**src/rtl/div_pkg.sv**
```systemverilog
// Shared types and constants for the iterative RV32M divide/remainder unit.
package div_pkg;

    localparam int XLEN_DEF = 32;
    localparam logic [XLEN_DEF-1:0] DIV_BY_ZERO_Q = {XLEN_DEF{1'b1}};
    localparam logic [XLEN_DEF-1:0] SIGNED_MIN    = {1'b1, {(XLEN_DEF-1){1'b0}}};

    // Encoding follows funct3[1:0]: bit 0 set means unsigned, bit 1 set means remainder.
    typedef enum logic [1:0] {
        OP_DIV  = 2'b00,
        OP_DIVU = 2'b01,
        OP_REM  = 2'b10,
        OP_REMU = 2'b11
    } div_op_e;

    typedef enum logic [1:0] {
        IDLE = 2'b00,
        CALC = 2'b01,
        DONE = 2'b10
    } div_state_e;

endpackage

```
**src/rtl/dff_ar.sv**
```systemverilog
// Enabled D flop with asynchronous active-high reset to zero.
module dff_ar #(
    parameter int W = 1
) (
    input  logic         clk,
    input  logic         rst,
    input  logic         en,
    input  logic [W-1:0] d,
    output logic [W-1:0] q
);

    // Storage element; clears asynchronously, loads when enabled.
    always_ff @(posedge clk or posedge rst) begin
        if (rst) begin
            q <= {W{1'b0}};
        end else if (en) begin
            q <= d;
        end else begin
            q <= q;
        end
    end

endmodule

```
**src/rtl/div_step.sv**
```systemverilog
// One combinational radix-2 restoring division iteration on {rem, quo}.
module div_step #(
    parameter int XLEN = 32
) (
    input  logic [XLEN-1:0] rem,
    input  logic [XLEN-1:0] quo,
    input  logic [XLEN-1:0] divisor,
    output logic [XLEN-1:0] rem_next,
    output logic [XLEN-1:0] quo_next
);

    logic [XLEN:0] rem_sh_s;
    logic [XLEN:0] trial_s;

    // Shift in the next dividend bit and subtract; the MSB of trial is the borrow.
    always_comb begin
        rem_sh_s = {rem, quo[XLEN-1]};
        trial_s  = rem_sh_s - {1'b0, divisor};
        if (!trial_s[XLEN]) begin
            rem_next = trial_s[XLEN-1:0];
            quo_next = {quo[XLEN-2:0], 1'b1};
        end else begin
            rem_next = rem_sh_s[XLEN-1:0];
            quo_next = {quo[XLEN-2:0], 1'b0};
        end
    end

endmodule

```
**src/rtl/div_unit.sv**
```systemverilog
// Iterative RV32M DIV/DIVU/REM/REMU unit writing back through the register file port.
module div_unit
    import div_pkg::*;
#(
    parameter int XLEN             = 32,
    parameter int REG_ENCODE_WIDTH = 5
) (
    input  logic                        clk,
    input  logic                        rst,
    input  logic                        start,
    input  logic [1:0]                  op,
    input  logic [XLEN-1:0]             rs1_data,
    input  logic [XLEN-1:0]             rs2_data,
    input  logic [REG_ENCODE_WIDTH-1:0] rd_addr_in,
    output logic                        busy,
    output logic                        done,
    output logic                        rd_wr_en,
    output logic [REG_ENCODE_WIDTH-1:0] rd_addr,
    output logic [XLEN-1:0]             rd_data
);

    localparam int CNT_W = $clog2(XLEN + 1);
    localparam logic [XLEN-1:0]  ALL_ONES = {XLEN{1'b1}};
    localparam logic [XLEN-1:0]  MIN_NEG  = {1'b1, {(XLEN-1){1'b0}}};
    localparam logic [XLEN-1:0]  ZERO_W   = {XLEN{1'b0}};
    localparam logic [CNT_W-1:0] CNT_LOAD = CNT_W'(XLEN);
    localparam logic [CNT_W-1:0] CNT_ONE  = {{(CNT_W-1){1'b0}}, 1'b1};

    div_state_e       state_r;
    div_op_e          op_r;
    logic             sgn1_r, sgn2_r;
    logic [XLEN-1:0]  rem_r, quo_r, dvs_r;
    logic [CNT_W-1:0] cnt_r;

    logic [XLEN-1:0] rem_step_s, quo_step_s;
    logic            signed_in_s, signed_r_s, early_s;
    logic [XLEN-1:0] a_mag_s, b_mag_s, early_res_s, q_fix_s, r_fix_s, final_s;

    div_step #(.XLEN(XLEN)) u_step (
        .rem      (rem_r),
        .quo      (quo_r),
        .divisor  (dvs_r),
        .rem_next (rem_step_s),
        .quo_next (quo_step_s)
    );

    // Operand magnitudes, special-case detection and final sign correction.
    always_comb begin
        signed_in_s = !op[0];
        a_mag_s     = (signed_in_s && rs1_data[XLEN-1]) ? -rs1_data : rs1_data;
        b_mag_s     = (signed_in_s && rs2_data[XLEN-1]) ? -rs2_data : rs2_data;
        early_s     = (rs2_data == ZERO_W) ||
                      (signed_in_s && (rs1_data == MIN_NEG) && (rs2_data == ALL_ONES));
        if (rs2_data == ZERO_W) begin
            early_res_s = op[1] ? rs1_data : ALL_ONES;
        end else begin
            early_res_s = op[1] ? ZERO_W : MIN_NEG;
        end
        signed_r_s = !op_r[0];
        q_fix_s    = (signed_r_s && (sgn1_r ^ sgn2_r)) ? -quo_step_s : quo_step_s;
        r_fix_s    = (signed_r_s && sgn1_r) ? -rem_step_s : rem_step_s;
        final_s    = op_r[1] ? r_fix_s : q_fix_s;
    end

    // Control FSM plus iteration datapath registers.
    always_ff @(posedge clk or posedge rst) begin
        if (rst) begin
            state_r <= IDLE;
            op_r    <= OP_DIV;
            sgn1_r  <= 1'b0;
            sgn2_r  <= 1'b0;
            rem_r   <= ZERO_W;
            quo_r   <= ZERO_W;
            dvs_r   <= ZERO_W;
            cnt_r   <= {CNT_W{1'b0}};
        end else begin
            case (state_r)
                IDLE: begin
                    if (start) begin
                        op_r   <= div_op_e'(op);
                        sgn1_r <= rs1_data[XLEN-1];
                        sgn2_r <= rs2_data[XLEN-1];
                        rem_r  <= ZERO_W;
                        quo_r  <= a_mag_s;
                        dvs_r  <= b_mag_s;
                        if (early_s) begin
                            cnt_r   <= {CNT_W{1'b0}};
                            state_r <= DONE;
                        end else begin
                            cnt_r   <= CNT_LOAD;
                            state_r <= CALC;
                        end
                    end
                end
                CALC: begin
                    rem_r <= rem_step_s;
                    quo_r <= quo_step_s;
                    cnt_r <= cnt_r - CNT_ONE;
                    if (cnt_r == CNT_ONE) begin
                        state_r <= DONE;
                    end
                end
                DONE:    state_r <= IDLE;
                default: state_r <= IDLE;
            endcase
        end
    end

    logic                        busy_d_s, done_d_s, wr_en_d_s;
    logic [XLEN-1:0]             data_d_s;
    logic [REG_ENCODE_WIDTH-1:0] addr_d_s;

    // Next values of the registered outputs; done/data are set on the edge that enters DONE.
    always_comb begin
        busy_d_s = busy;
        done_d_s = 1'b0;
        data_d_s = rd_data;
        addr_d_s = rd_addr;
        case (state_r)
            IDLE: begin
                if (start) begin
                    busy_d_s = 1'b1;
                    addr_d_s = rd_addr_in;
                    if (early_s) begin
                        done_d_s = 1'b1;
                        data_d_s = early_res_s;
                    end else begin
                        done_d_s = 1'b0;
                    end
                end else begin
                    busy_d_s = 1'b0;
                end
            end
            CALC: begin
                if (cnt_r == CNT_ONE) begin
                    done_d_s = 1'b1;
                    data_d_s = final_s;
                end else begin
                    done_d_s = 1'b0;
                end
            end
            DONE:    busy_d_s = 1'b0;
            default: busy_d_s = 1'b0;
        endcase
        wr_en_d_s = done_d_s && (addr_d_s != {REG_ENCODE_WIDTH{1'b0}});
    end

    dff_ar #(.W(1))                u_busy_ff (.clk(clk), .rst(rst), .en(1'b1), .d(busy_d_s),  .q(busy));
    dff_ar #(.W(1))                u_done_ff (.clk(clk), .rst(rst), .en(1'b1), .d(done_d_s),  .q(done));
    dff_ar #(.W(1))                u_wren_ff (.clk(clk), .rst(rst), .en(1'b1), .d(wr_en_d_s), .q(rd_wr_en));
    dff_ar #(.W(REG_ENCODE_WIDTH)) u_addr_ff (.clk(clk), .rst(rst), .en(1'b1), .d(addr_d_s),  .q(rd_addr));
    dff_ar #(.W(XLEN))             u_data_ff (.clk(clk), .rst(rst), .en(1'b1), .d(data_d_s),  .q(rd_data));

endmodule

```
**config.mk**
```make
export PLATFORM = sky130hd
export DESIGN_NAME = div_unit
export DESIGN_NICKNAME = d
export VERILOG_FILES = /design/src/rtl/div_pkg.sv /design/src/rtl/dff_ar.sv /design/src/rtl/div_step.sv /design/src/rtl/div_unit.sv
export SDC_FILE = /design/constraint.sdc
export NUM_CORES = 1
export LEC_CHECK = 0
export ABC_AREA = 0
export CORE_MARGIN = 2
export CORE_UTILIZATION = 45
export CTS_CLUSTER_SIZE = 14
export DETAILED_ROUTE_END_ITERATION = 8
export PLACE_DENSITY = 0.67
export SYNTH_ARGS = -nofsm -noshare
export SYNTH_HDL_FRONTEND = slang
export SYNTH_SLANG_ARGS = --single-unit
```
**constraint.sdc**
```tcl
create_clock -name clk -period 14.2 [get_ports clk]
set_input_delay 2.84 -clock clk [delete_from_list [all_inputs] [get_ports clk]]
set_output_delay 2.84 -clock clk [all_outputs]
set_load 0.02 [all_outputs]
```
==> metrics.md <==
| Metric | Value |
|---|---|
| Max-cap violation count | 0 |
| Max-slew violations | 0 |
| Tcrit/Tclk final | 46.7% |
| DRT Pass-1 Iters | 6 |
| Site row count | 59 |
| FF-to-FF path depth | 22 |
| Drt wl/cell | 19.8 um |
| CP endpoint kind | flip-flop |
| Sequence of cells on the critical path | clkdlybuf4s50_1, nor3_1, nand3b_1, nor4_2, nand3_1, nor4_1, a31oi_1, nand2b_1, a21o_1, buf_4, a22o_1 |
| Avg Synthesized Cell Area | 7.89 um2 |
| Async set or reset register ratio after synthesis | 100% |
| Crit Path Max Fanout | 20 |
| Starting Density | 45.8% |
| WP buf/inv | 2 |
| CP Launch Type | input pin |
| Critical Path Max Stage Delay | 0.92 ns |
| Post-synthesis sequential area ratio | 31.1% |
| Final setup fails | 0 |
| Critical R2R Launch | quo_r[31] |
| Worst slew pin tran | 1.15 ns |
| Clock Latency Late Sink | 0.44 ns |
| Clk sinks | 148 |
| CP max-delay cell | nor4_1 |
| Detailed Place HPWL | 28500 um |
| Core Region | 0.0260 mm2 |
| XOR/XNOR share of the synthesized area | 9.72% |
| Synth Area in Compound Gates | 27.3% |
| Critical Path RT | 14.52 ns |
| Worst Path Arrival | 6.95 ns |
| Port buffer count | 113 |
| Clk buf depth | 2 |
| Hold EP | dvs_r[29] |
| Vias in the first global route | 11292 |
| Largest net degree at the start of global routing | 79 |
| DRC | 0 |
| Drt total wl | 38100 um |
| FMAX | 151 MHz |
| Post-Synth Simple-Gate Area | 20.6% |
| Post-CTS Setup Repair Bufs | 0 |
| Slew HR | 22.9% |
| Post-synth EDFFs | 0 |
| Mux cell area share after synthesis | 2.23% |
| Final min period | 6.63 ns |
| Distinct cells, synth | 87 |
| CTS H-Tree Depth | 4 |
| First-pass GRT wire length | 61500 um |
| Critical path class | input pin to flip-flop |
| TritonCTS clock tree | done |
| CTS buffer count | 17 |
| Final hold violations | 0 |
| GR Overflow Total | 0 |
| Diode count | 0 |
| Largest family of logic cells by synthesized area | compound AO/OA/AOI/OAI gates |
| Worst hold path type | flip-flop to flip-flop |
| Number of DRC markers in iteration 0 | 967 |
| # hold bufs at CTS | 0 |
| Total track usage | 27.2% |
| Synth Flop Type | dfrtp_1 |
| GPL Wtd Cong | 0.886 |
| YS warnings | 0 |
| Reg2reg end | u_data_ff.q[28] |
| Worst clock skew | 0.0217 ns |
| Post-route ant nets | 0 |
| Commonest non-fill, non-tap cell in the layout | nand2_1 |
| Post-Syn Nets | 1622 |
| Sum Neg Setup Slack | 0 ns |
| Layout cell share with drive strength beyond 1 | 6.22% |
| Fill count | 2491 |
| Synthesized-area fraction occupied by adder cells | 4.27% |
| # IOs | 114 |
| RSZ-0062 raised after global routing | false |
| CP top delay family | simple AND/OR/NAND/NOR gates |
| Status | finished, final reports clean |
| Clock slew at reported path FFs | 0.07 ns |
| Most frequent cells in the layout | 204 x nand2_1, 167 x o21ai_0, 148 x dfrtp_1, 113 x clkdlybuf4s50_1, 110 x a21oi_1 |
| Via density | 6.15 |
| Area Overhead vs Synth | 16.7% |
| Die Y | 167 um |
| Initial antenna violation count | 0 |
| Post-synthesis cell count | 1508 |
| Die area | 0.0277 mm2 |
| Via count | 11848 |
| Nets@finish | 1692 |
| Area occupied by multi-input gates | 0.00765 mm2 |
| Hold_sp | dvs_r[29] |
| Yosys reg bits | 148 |
| Die W | 167 um |
| CTS resizes | 0 |
| FF/Latch Area | 0.00370 mm2 |
| Setup slack, reg-to-reg | 7.96 ns |
| Root Buffer | clkbuf_16 |
| Hold path cells | 2 |
| Mapped Area | 0.0119 mm2 |
[synthesized netlist by cell type, drive strengths merged (7+ instances only)]
cell type    n  share of area (%)
nand2      205                6.5
o21ai      189                8.0
dfrtp      148                 31
a21oi      118                5.2
nor2       107                3.5
xor2        67                4.9
xnor2       65                4.8
clkbuf      62                2.0
inv         57                1.8
ha          39                4.1
nor3        39                1.7
o22ai       29                1.5
mux2i       22                1.9
nand3       22               0.93
or3         22                1.2
nor4        21                1.3
o31ai       20                1.3
a22oi       19                1.2
a31oi       17               0.89
buf         17               0.90
a211oi      16                1.1
o221ai      16                1.2
nand2b      15               0.79
a21o        14               0.88
nand4       14               0.74
o211ai      14               0.97
and2        10               0.53
nor2b        9               0.47
or2          9               0.47
o21a         8               0.50
and3         7               0.37
and4         7               0.52
[layer usage]
layer	vias to the layer above	GRT usage (%)	wire length (um)
li1	5631	-	-
met1	5765	37.8	17300
met2	397	44.3	17900
met3	55	3.94	2060
met4	0	8.02	833
met5	-	0	0
[final cells by class]
type | instances | area share (%)
clock inverters | 14 | 1.32
inverters | 60 | 1.66
well taps | 335 | 3.02
repair buffers | 130 | 9.07
flip-flops and latches | 148 | 26.7
multi-input cells | 1221 | 55.1
clock buffers | 18 | 3.16
[registers in the layout, summed over array words and instances (netlist names)]
| register | flops |
|---|---|
| dvs_r | 32 |
| rem_r | 32 |
| sgn1_r | 1 |
| u_data_ff.q | 32 |
| quo_r | 32 |
| u_busy_ff.q | 1 |
| u_addr_ff.q | 5 |
| cnt_r | 6 |
| u_done_ff.q | 1 |
| op_r | 2 |
| u_wren_ff.q | 1 |
| state_r | 2 |
| sgn2_r | 1 |
[kinds of logic after synthesis]
group | count (synthesis)
AOI/OAI and AO/OA | 516
buffers and inverters | 139
and+or+nand+nor | 507
adders and majority gates | 40
DFF | 148
xor gates and xnor gates | 132
muxes | 26
[worst max-delay path by stage]
stage / slack (ns) / end / cells past startpoint / from
floorplan: 7.38 / cnt_r[0] / 1 / rst
global placement: 7.49 / u_data_ff.q[11] / 11 / rs2_data[2]
detailed placement: 7.26 / u_data_ff.q[11] / 11 / rs2_data[2]
CTS: 7.69 / u_data_ff.q[11] / 11 / rs2_data[2]
global route: 7.37 / u_data_ff.q[11] / 11 / rs2_data[12]
finish: 7.57 / u_data_ff.q[13] / 11 / rs2_data[2]
[per-stage QoR]
step                      hold slack (ns)  util, %  cells  area, um2  setup WS [ns]
after CTS                           0.486     53.4   1926      13900           7.69
after global placement              0.465     51.0   1894      13300           7.49
final                               0.478     53.4   1926      13900           7.57
after floorplan                     0.450        -   1508      11900           7.38
after global routing                0.514     53.4   1926      13900           7.37
after detailed placement            0.469     51.0   1894      13300           7.26
[worst register-to-register path: cells and delay by family, from the launching register on]
kind / cells / cell delay (ns)
AO/OA/AOI/OAI: 7 / 1.41
XOR/XNOR: 1 / 0.15
buffers and inverters: 3 / 0.80
AND/OR/NAND/NOR: 8 / 2.33
adder cells (fa/ha/maj): 3 / 0.92
flip-flops: 1 / 0.50
Power is left out: the tool's default activity adds up to more than one toggle a clock period on the data nets, which glitch-free logic cannot reach.
